<file path="src/rtl/mac_requant.sv">
// Requantizing output stage for the MAC unit: captures the packed accumulator,
// splits it into 1/2/4 signed lanes, round-shifts, clips and saturates each lane, then streams the lanes out.
//
// state | meaning
// IDLE  | waiting for a capture; acc_ready high
// EMIT  | streaming lanes of the captured accumulator
module mac_requant #(
    parameter int OUT_W    = 8,
    parameter int SATCNT_W = 16
) (
    input  logic                clk,
    input  logic                rst,
    input  logic                acc_valid,
    output logic                acc_ready,
    input  logic [55:0]         acc_result,
    input  logic [1:0]          prec,
    input  logic [5:0]          shamt,
    input  logic                relu_en,
    output logic                out_valid,
    input  logic                out_ready,
    output logic [OUT_W-1:0]    out_data,
    output logic [1:0]          out_lane,
    output logic                out_last,
    output logic                prec_err,
    output logic [SATCNT_W-1:0] sat_count
);

    typedef enum logic {
        IDLE = 1'b0,
        EMIT = 1'b1
    } state_t;

    localparam logic signed [56:0] SAT_MAX = (57'sd1 <<< (OUT_W - 1)) - 57'sd1;
    localparam logic signed [56:0] SAT_MIN = -(57'sd1 <<< (OUT_W - 1));

    state_t state;
    state_t state_nxt;

    logic [55:0] acc_q;
    logic [1:0]  prec_q;
    logic [5:0]  shamt_q;
    logic        relu_q;
    logic [1:0]  lane_q;
    logic        out_sat;

    logic        capture;
    logic        accept;
    logic        load;
    logic [1:0]  load_lane;
    logic [1:0]  last_idx;

    logic signed [56:0] lane_val;
    logic signed [56:0] rnd;
    logic signed [56:0] sum;
    logic signed [56:0] y_shift;
    logic signed [56:0] y_clip;
    logic [OUT_W-1:0]   beat_data;
    logic               beat_sat;
    logic               beat_last;

    // ---------------- FSM: state register ----------------
    always_ff @(posedge clk) begin
        if (rst) state <= IDLE;
        else     state <= state_nxt;
    end

    // ---------------- FSM: next state ----------------
    always_comb begin
        state_nxt = state;
        case (state)
            IDLE: if (acc_valid && prec != 2'b11) state_nxt = EMIT;
            EMIT: if (accept && out_last)         state_nxt = IDLE;
            default: state_nxt = IDLE;
        endcase
    end

    // ---------------- FSM: outputs ----------------
    always_comb begin
        acc_ready = (state == IDLE);
        capture   = acc_valid && (state == IDLE);
        accept    = (state == EMIT) && out_valid && out_ready;
        // first beat loads one cycle after capture; later beats load on the accept of the previous one
        load      = (state == EMIT) && (!out_valid || (out_ready && !out_last));
    end

    // ---------------- lane extraction ----------------
    always_comb begin
        load_lane = out_valid ? lane_q + 2'd1 : lane_q;
        lane_val  = '0;
        case (prec_q)
            2'b00: lane_val = {acc_q[55], acc_q};
            2'b01: lane_val = load_lane[0] ? {{29{acc_q[55]}}, acc_q[55:28]}
                                           : {{29{acc_q[27]}}, acc_q[27:0]};
            default: begin
                case (load_lane)
                    2'd0: lane_val = {{43{acc_q[13]}}, acc_q[13:0]};
                    2'd1: lane_val = {{43{acc_q[27]}}, acc_q[27:14]};
                    2'd2: lane_val = {{43{acc_q[41]}}, acc_q[41:28]};
                    default: lane_val = {{43{acc_q[55]}}, acc_q[55:42]};
                endcase
            end
        endcase

        case (prec_q)
            2'b00:   last_idx = 2'd0;
            2'b01:   last_idx = 2'd1;
            default: last_idx = 2'd3;
        endcase
        beat_last = (load_lane == last_idx);
    end

    // ---------------- requantization ----------------
    always_comb begin
        rnd = '0;
        if (shamt_q != 6'd0) rnd = 57'sd1 <<< (shamt_q - 6'd1);
        // 57-bit lane keeps headroom so the rounding add never wraps
        sum     = lane_val + rnd;
        y_shift = sum >>> shamt_q;
        y_clip  = (relu_q && y_shift[56]) ? '0 : y_shift;

        beat_sat  = 1'b0;
        beat_data = y_clip[OUT_W-1:0];
        if (y_clip > SAT_MAX) begin
            beat_sat  = 1'b1;
            beat_data = SAT_MAX[OUT_W-1:0];
        end else if (y_clip < SAT_MIN) begin
            beat_sat  = 1'b1;
            beat_data = SAT_MIN[OUT_W-1:0];
        end
    end

    // ---------------- capture, beat registers, counters ----------------
    always_ff @(posedge clk) begin
        if (rst) begin
            acc_q     <= '0;
            prec_q    <= '0;
            shamt_q   <= '0;
            relu_q    <= 1'b0;
            lane_q    <= '0;
            out_valid <= 1'b0;
            out_data  <= '0;
            out_lane  <= '0;
            out_last  <= 1'b0;
            out_sat   <= 1'b0;
            prec_err  <= 1'b0;
            sat_count <= '0;
        end else begin
            prec_err <= 1'b0;

            if (capture) begin
                acc_q    <= acc_result;
                prec_q   <= prec;
                shamt_q  <= (shamt > 6'd55) ? 6'd55 : shamt;
                relu_q   <= relu_en;
                lane_q   <= '0;
                prec_err <= (prec == 2'b11);
            end

            if (accept && out_sat && sat_count != '1)
                sat_count <= sat_count + SATCNT_W'(1);

            if (load) begin
                out_valid <= 1'b1;
                lane_q    <= load_lane;
                out_lane  <= load_lane;
                out_data  <= beat_data;
                out_last  <= beat_last;
                out_sat   <= beat_sat;
            end else if (accept && out_last) begin
                out_valid <= 1'b0;
            end
        end
    end

endmodule

</file>
<file path="config.mk">
export PLATFORM = sky130hd
export DESIGN_NAME = mac_requant
export DESIGN_NICKNAME = d
export VERILOG_FILES = /design/src/rtl/mac_requant.sv
export SDC_FILE = /design/constraint.sdc
export NUM_CORES = 1
export LEC_CHECK = 0
export CAP_MARGIN = 20
export CELL_PAD_IN_SITES_DETAIL_PLACEMENT = 0
export CELL_PAD_IN_SITES_GLOBAL_PLACEMENT = 1
export CORE_MARGIN = 1.5
export CORE_UTILIZATION = 24
export DETAILED_ROUTE_END_ITERATION = 12
export HOLD_SLACK_MARGIN = 0.02
export PLACE_DENSITY = 0.54
export RECOVER_POWER = 25
export REMOVE_ABC_BUFFERS = 1
export SLEW_MARGIN = 20
export SYNTH_ARGS = -nofsm -noshare
export SYNTH_HDL_FRONTEND = slang
export SYNTH_SLANG_ARGS = --single-unit
</file>
<file path="constraint.sdc">
create_clock -name clk -period 7.6 [get_ports clk]
set_input_delay 1.52 -clock clk [delete_from_list [all_inputs] [get_ports clk]]
set_output_delay 1.52 -clock clk [all_outputs]
set_load 0.005 [all_outputs]
</file>
==> results.ini <==
[run_status]
status = complete, but fails checks
violations = capacitance limit, slew limit

[floorplan]
coreArea_um2 = 68950
ios = 99
die_height_um = 267.6
row_count = 96
die_w_um = 267.6
start_util_pct = 24.37
die_area_um2 = 71600

[power]
combinationalPowerShare_pct = 62.0
power_density_nw_per_um2 = 136.1
p_clk_share_pct = 17.7
ir_worst_vdd_mv = 0.1154
p_switching_w = 0.001432
sw_frac_of_total_pct = 49.06
power.share.sequential_pct = 20.3
leakagePower_nw = 8.095
cellInternalPower_w = 0.001487

[synth]
syn_area_um2 = 16800
synth_cell_types = 106
synthXorXnorAreaFrac_pct = 2.391
synthCells = 2575
synth_simple_gate_area_share_pct = 32.55
synth-seq-area-share_pct = 11.68
synth_top_family_by_area = compound AO/OA/AOI/OAI gates
async_flop_share_pct = 0
synthAdderAreaFrac_pct = 4.364
ys_ff_latch = 98
ys_warn_count = 0
synth_compound_gate_area_share_pct = 38.84
synth_ff_type = dfxtp_1
synth.area.mux_share_pct = 4.767
synth_edf_count = 0
avgSynthCellArea_um2 = 6.524

[clock_network]
cts_buffers = 9
clk_latency_ps = 380
clk_root_buffer_cell = clkbuf_16
tritoncts = yes
clk_pin_slew_ps = 80
clockBufferDepth = 2
h-tree-depth = 3
cts_sinks = 98

[sta]
worst_slack_ps = 282.8
max_freq_ghz = 0.1367
fin_crit_sh_pct = 96.28
rsz0062_at_grt = no
final_max_slew_viol_count = 83
tns_ps = 0
hold_viol_final = 0
period_needed_ps = 7317
skew_ps = 11.34
holdWs_ps = 476.8
worst_pin_slew_ps = 3562
slew_headroom_pct = -137.4
setup_viol = 0

[placed_design]
placed_area_um2 = 21070
dp_cells = 3782
port_buffers = 98
place.gp.congestion = 1.010
dp_hpwl_um = 89050
dpl_worst_slack_ps = 229.2

[grt]
grt_pass1_vias = 22000
grt_overflow = 0
grt_usage_pct = 29.84
antenna_found_initial = 2
grt_max_degree = 83
grt_pass1_wl_um = 156700

[critical_path]
worstPathMaxFanout = 10
cp-end-kind = flip-flop
cp_cell_sequence = inv_2 > nand2_1 > nor2_1 > nand2_1 > nor3_1 > fa_1 > a211oi_1 > o211a_1 > or4b_1 > a211o_1 > mux2i_1 > or2_2 > mux4_2 > a32oi_1 > o311ai_0 > a211oi_1 > buf_4 > nand2_1 > nor4_1 > buf_4 > nand4_1 > or4_4 > a311oi_2
worstSetupPathType = reg2reg
arrival_ps = 7610
max_stage_delay_ps = 650
critical_path_buf_inv_count = 3
start_kind = flip-flop
path_common_cell = nand2_1
worst_path_max_delay_cell = nor3_1
crit_family = simple AND/OR/NAND/NOR gates
cp.required_ps = 7900

[job]
cap_violations = 1

[routing]
drc = 0
detail_route.vias_per_cell = 6.130
drt_wl_total_um = 109300
wl_per_cell_um = 28.76
dr.pass1.iters = 6
first_iter_violations = 2723
drt.antenna.violating_nets = 0
route.vias.total = 23290

[min_path]
hold_path_class = reg2reg

[finish]
syn2layout_area_growth_pct = 27.62
stdcell_area_um2 = 21440
layout-drive-gt1-share_pct = 17.64
finalNetCount = 2990
final_cells = 3800

==> cells by family after synthesis <==
group,after synthesis
xor+xnor,45
flops,98
mux,67
simple gates,1142
fa+ha+maj,58
buf+inv,226
compound gates,939
==> worst min-delay path, cell delays in order, from the launching register on <==
cell,delay (ps)
dfxtp_1,320
nand2b_1,60
a21oi_1,60
==> final cells by class <==
| type | instances | area (µm²) |
|---|---|---|
| fillers | 7708 | 47510 |
| repair buffers | 475 | 3889 |
| clock inverters | 6 | 82.58 |
| well taps | 931 | 1165 |
| multi-input cells | 2251 | 13990 |
| inverters | 28 | 105.1 |
| diodes | 1 | 2.502 |
| clock buffers | 10 | 239.0 |
| flip-flops and latches | 98 | 1968 |
==> layout by cell type, fill, tap and decap left out, drive strengths merged, types with 15 or more instances in the layout <==
cell	Yosys	layout
nand4	72	72
a21oi	274	274
nand2	387	387
nor2	265	265
or2	16	16
nor2b	15	15
dfxtp	98	98
clkdlybuf4s50	0	81
a31oi	45	45
dlygate4sd3	0	16
o21a	27	27
and4	16	16
o21ai	128	128
ha	57	57
mux2i	44	44
nand2b	43	43
o31ai	32	32
a211oi	72	72
or3	22	22
and2	25	25
nand3	62	62
a21o	33	33
o211ai	33	33
o22ai	15	15
a22oi	21	21
o2111ai	16	16
a2111oi	22	22
inv	25	29
and3	19	19
nor4	45	45
nor3	113	113
xnor2	20	20
a221oi	24	24
xor2	25	25
buf	74	376
==> stage by stage <==
step                      util, %  total power [W]
after floorplan                 -         0.001433
after global placement      30.57         0.002368
after detailed placement    30.57         0.002351
after CTS                   31.03         0.002888
after global routing        31.09         0.003044
final                       31.10         0.002919
==> Yosys cell counts, types with 12 or more instances <==
cell	count	area [µm²]
o22ai_1	14	87.58
clkbuf_1	123	461.7
a21o_1	32	240.2
o21ai_1	20	100.1
and4_1	16	140.1
nor2_1	264	991.0
dfxtp_1	98	1962
and2_1	25	156.4
a211oi_1	68	510.5
nand3_1	62	310.3
buf_1	38	142.6
mux2i_1	44	440.4
nand4_1	71	444.2
and3_1	19	118.9
o21bai_1	14	105.1
nor3_1	113	565.5
a22oi_1	21	157.7
o2111ai_1	16	140.1
a31oi_1	43	269.0
a221oi_1	23	201.4
xor2_1	24	210.2
o21a_1	27	202.7
inv_1	24	90.09
mux2_2	14	157.7
xnor2_1	20	175.2
or4_1	12	90.09
a21oi_1	272	1361
nor2b_1	15	93.84
nand2b_1	43	269.0
or3_1	22	137.6
or2_2	14	87.58
o221ai_1	14	122.6
nand2_1	386	1449
ha_1	57	713.2
buf_2	30	150.1
o211ai_1	31	232.7
o31ai_1	30	225.2
a2111oi_0	18	157.7
nor4_1	41	256.5
o21ai_0	106	530.5
==> worst paths after layout <==
check / slack [ps] / to / start / cells past startpoint
setup reg to reg: 280 / out_data[2] / shamt_q[3] / 23
hold / removal: 480 / out_data[7] / out_data[7] / 2
hold reg to reg: 480 / out_data[7] / out_data[7] / 2
setup / recovery: 280 / out_data[2] / shamt_q[3] / 23
==> registers in the layout, indices dropped and copies added, names as in the netlist <==
signal     cells
acc_q         56
sat_count     16
out_data       8
shamt_q        6
lane_q         2
out_lane       2
prec_q         2
out_last       1
out_sat        1
out_valid      1
prec_err       1
relu_q         1
state          1
==> power by group through the flow <==
| stage | registers [W] | logic [W] | clock network (W) |
|---|---|---|---|
| finish | 0.000593 | 0.00181 | 0.000517 |
| global route | 0.000597 | 0.00189 | 0.000556 |
| CTS | 0.000593 | 0.00176 | 0.000539 |
| detailed placement | 0.000605 | 0.00175 | 0 |
| global placement | 0.000604 | 0.00176 | 0 |
| floorplan | 0.000611 | 0.000822 | 0 |
==> routing by layer <==
layer  global-route usage [%]  part of all wire (%)
met3                    4.956                   8.9
met5                        0                     0
met1                    42.66                    45
met2                    45.41                    43
met4                    8.826                   3.1
==> what timing repair did <==
item                       CTS  global route
hold buffers                 0             0
resized for setup            0            14
setup buffers                0             1
setup endpoints to repair    0             8
(Power assumes the default switching activity.)
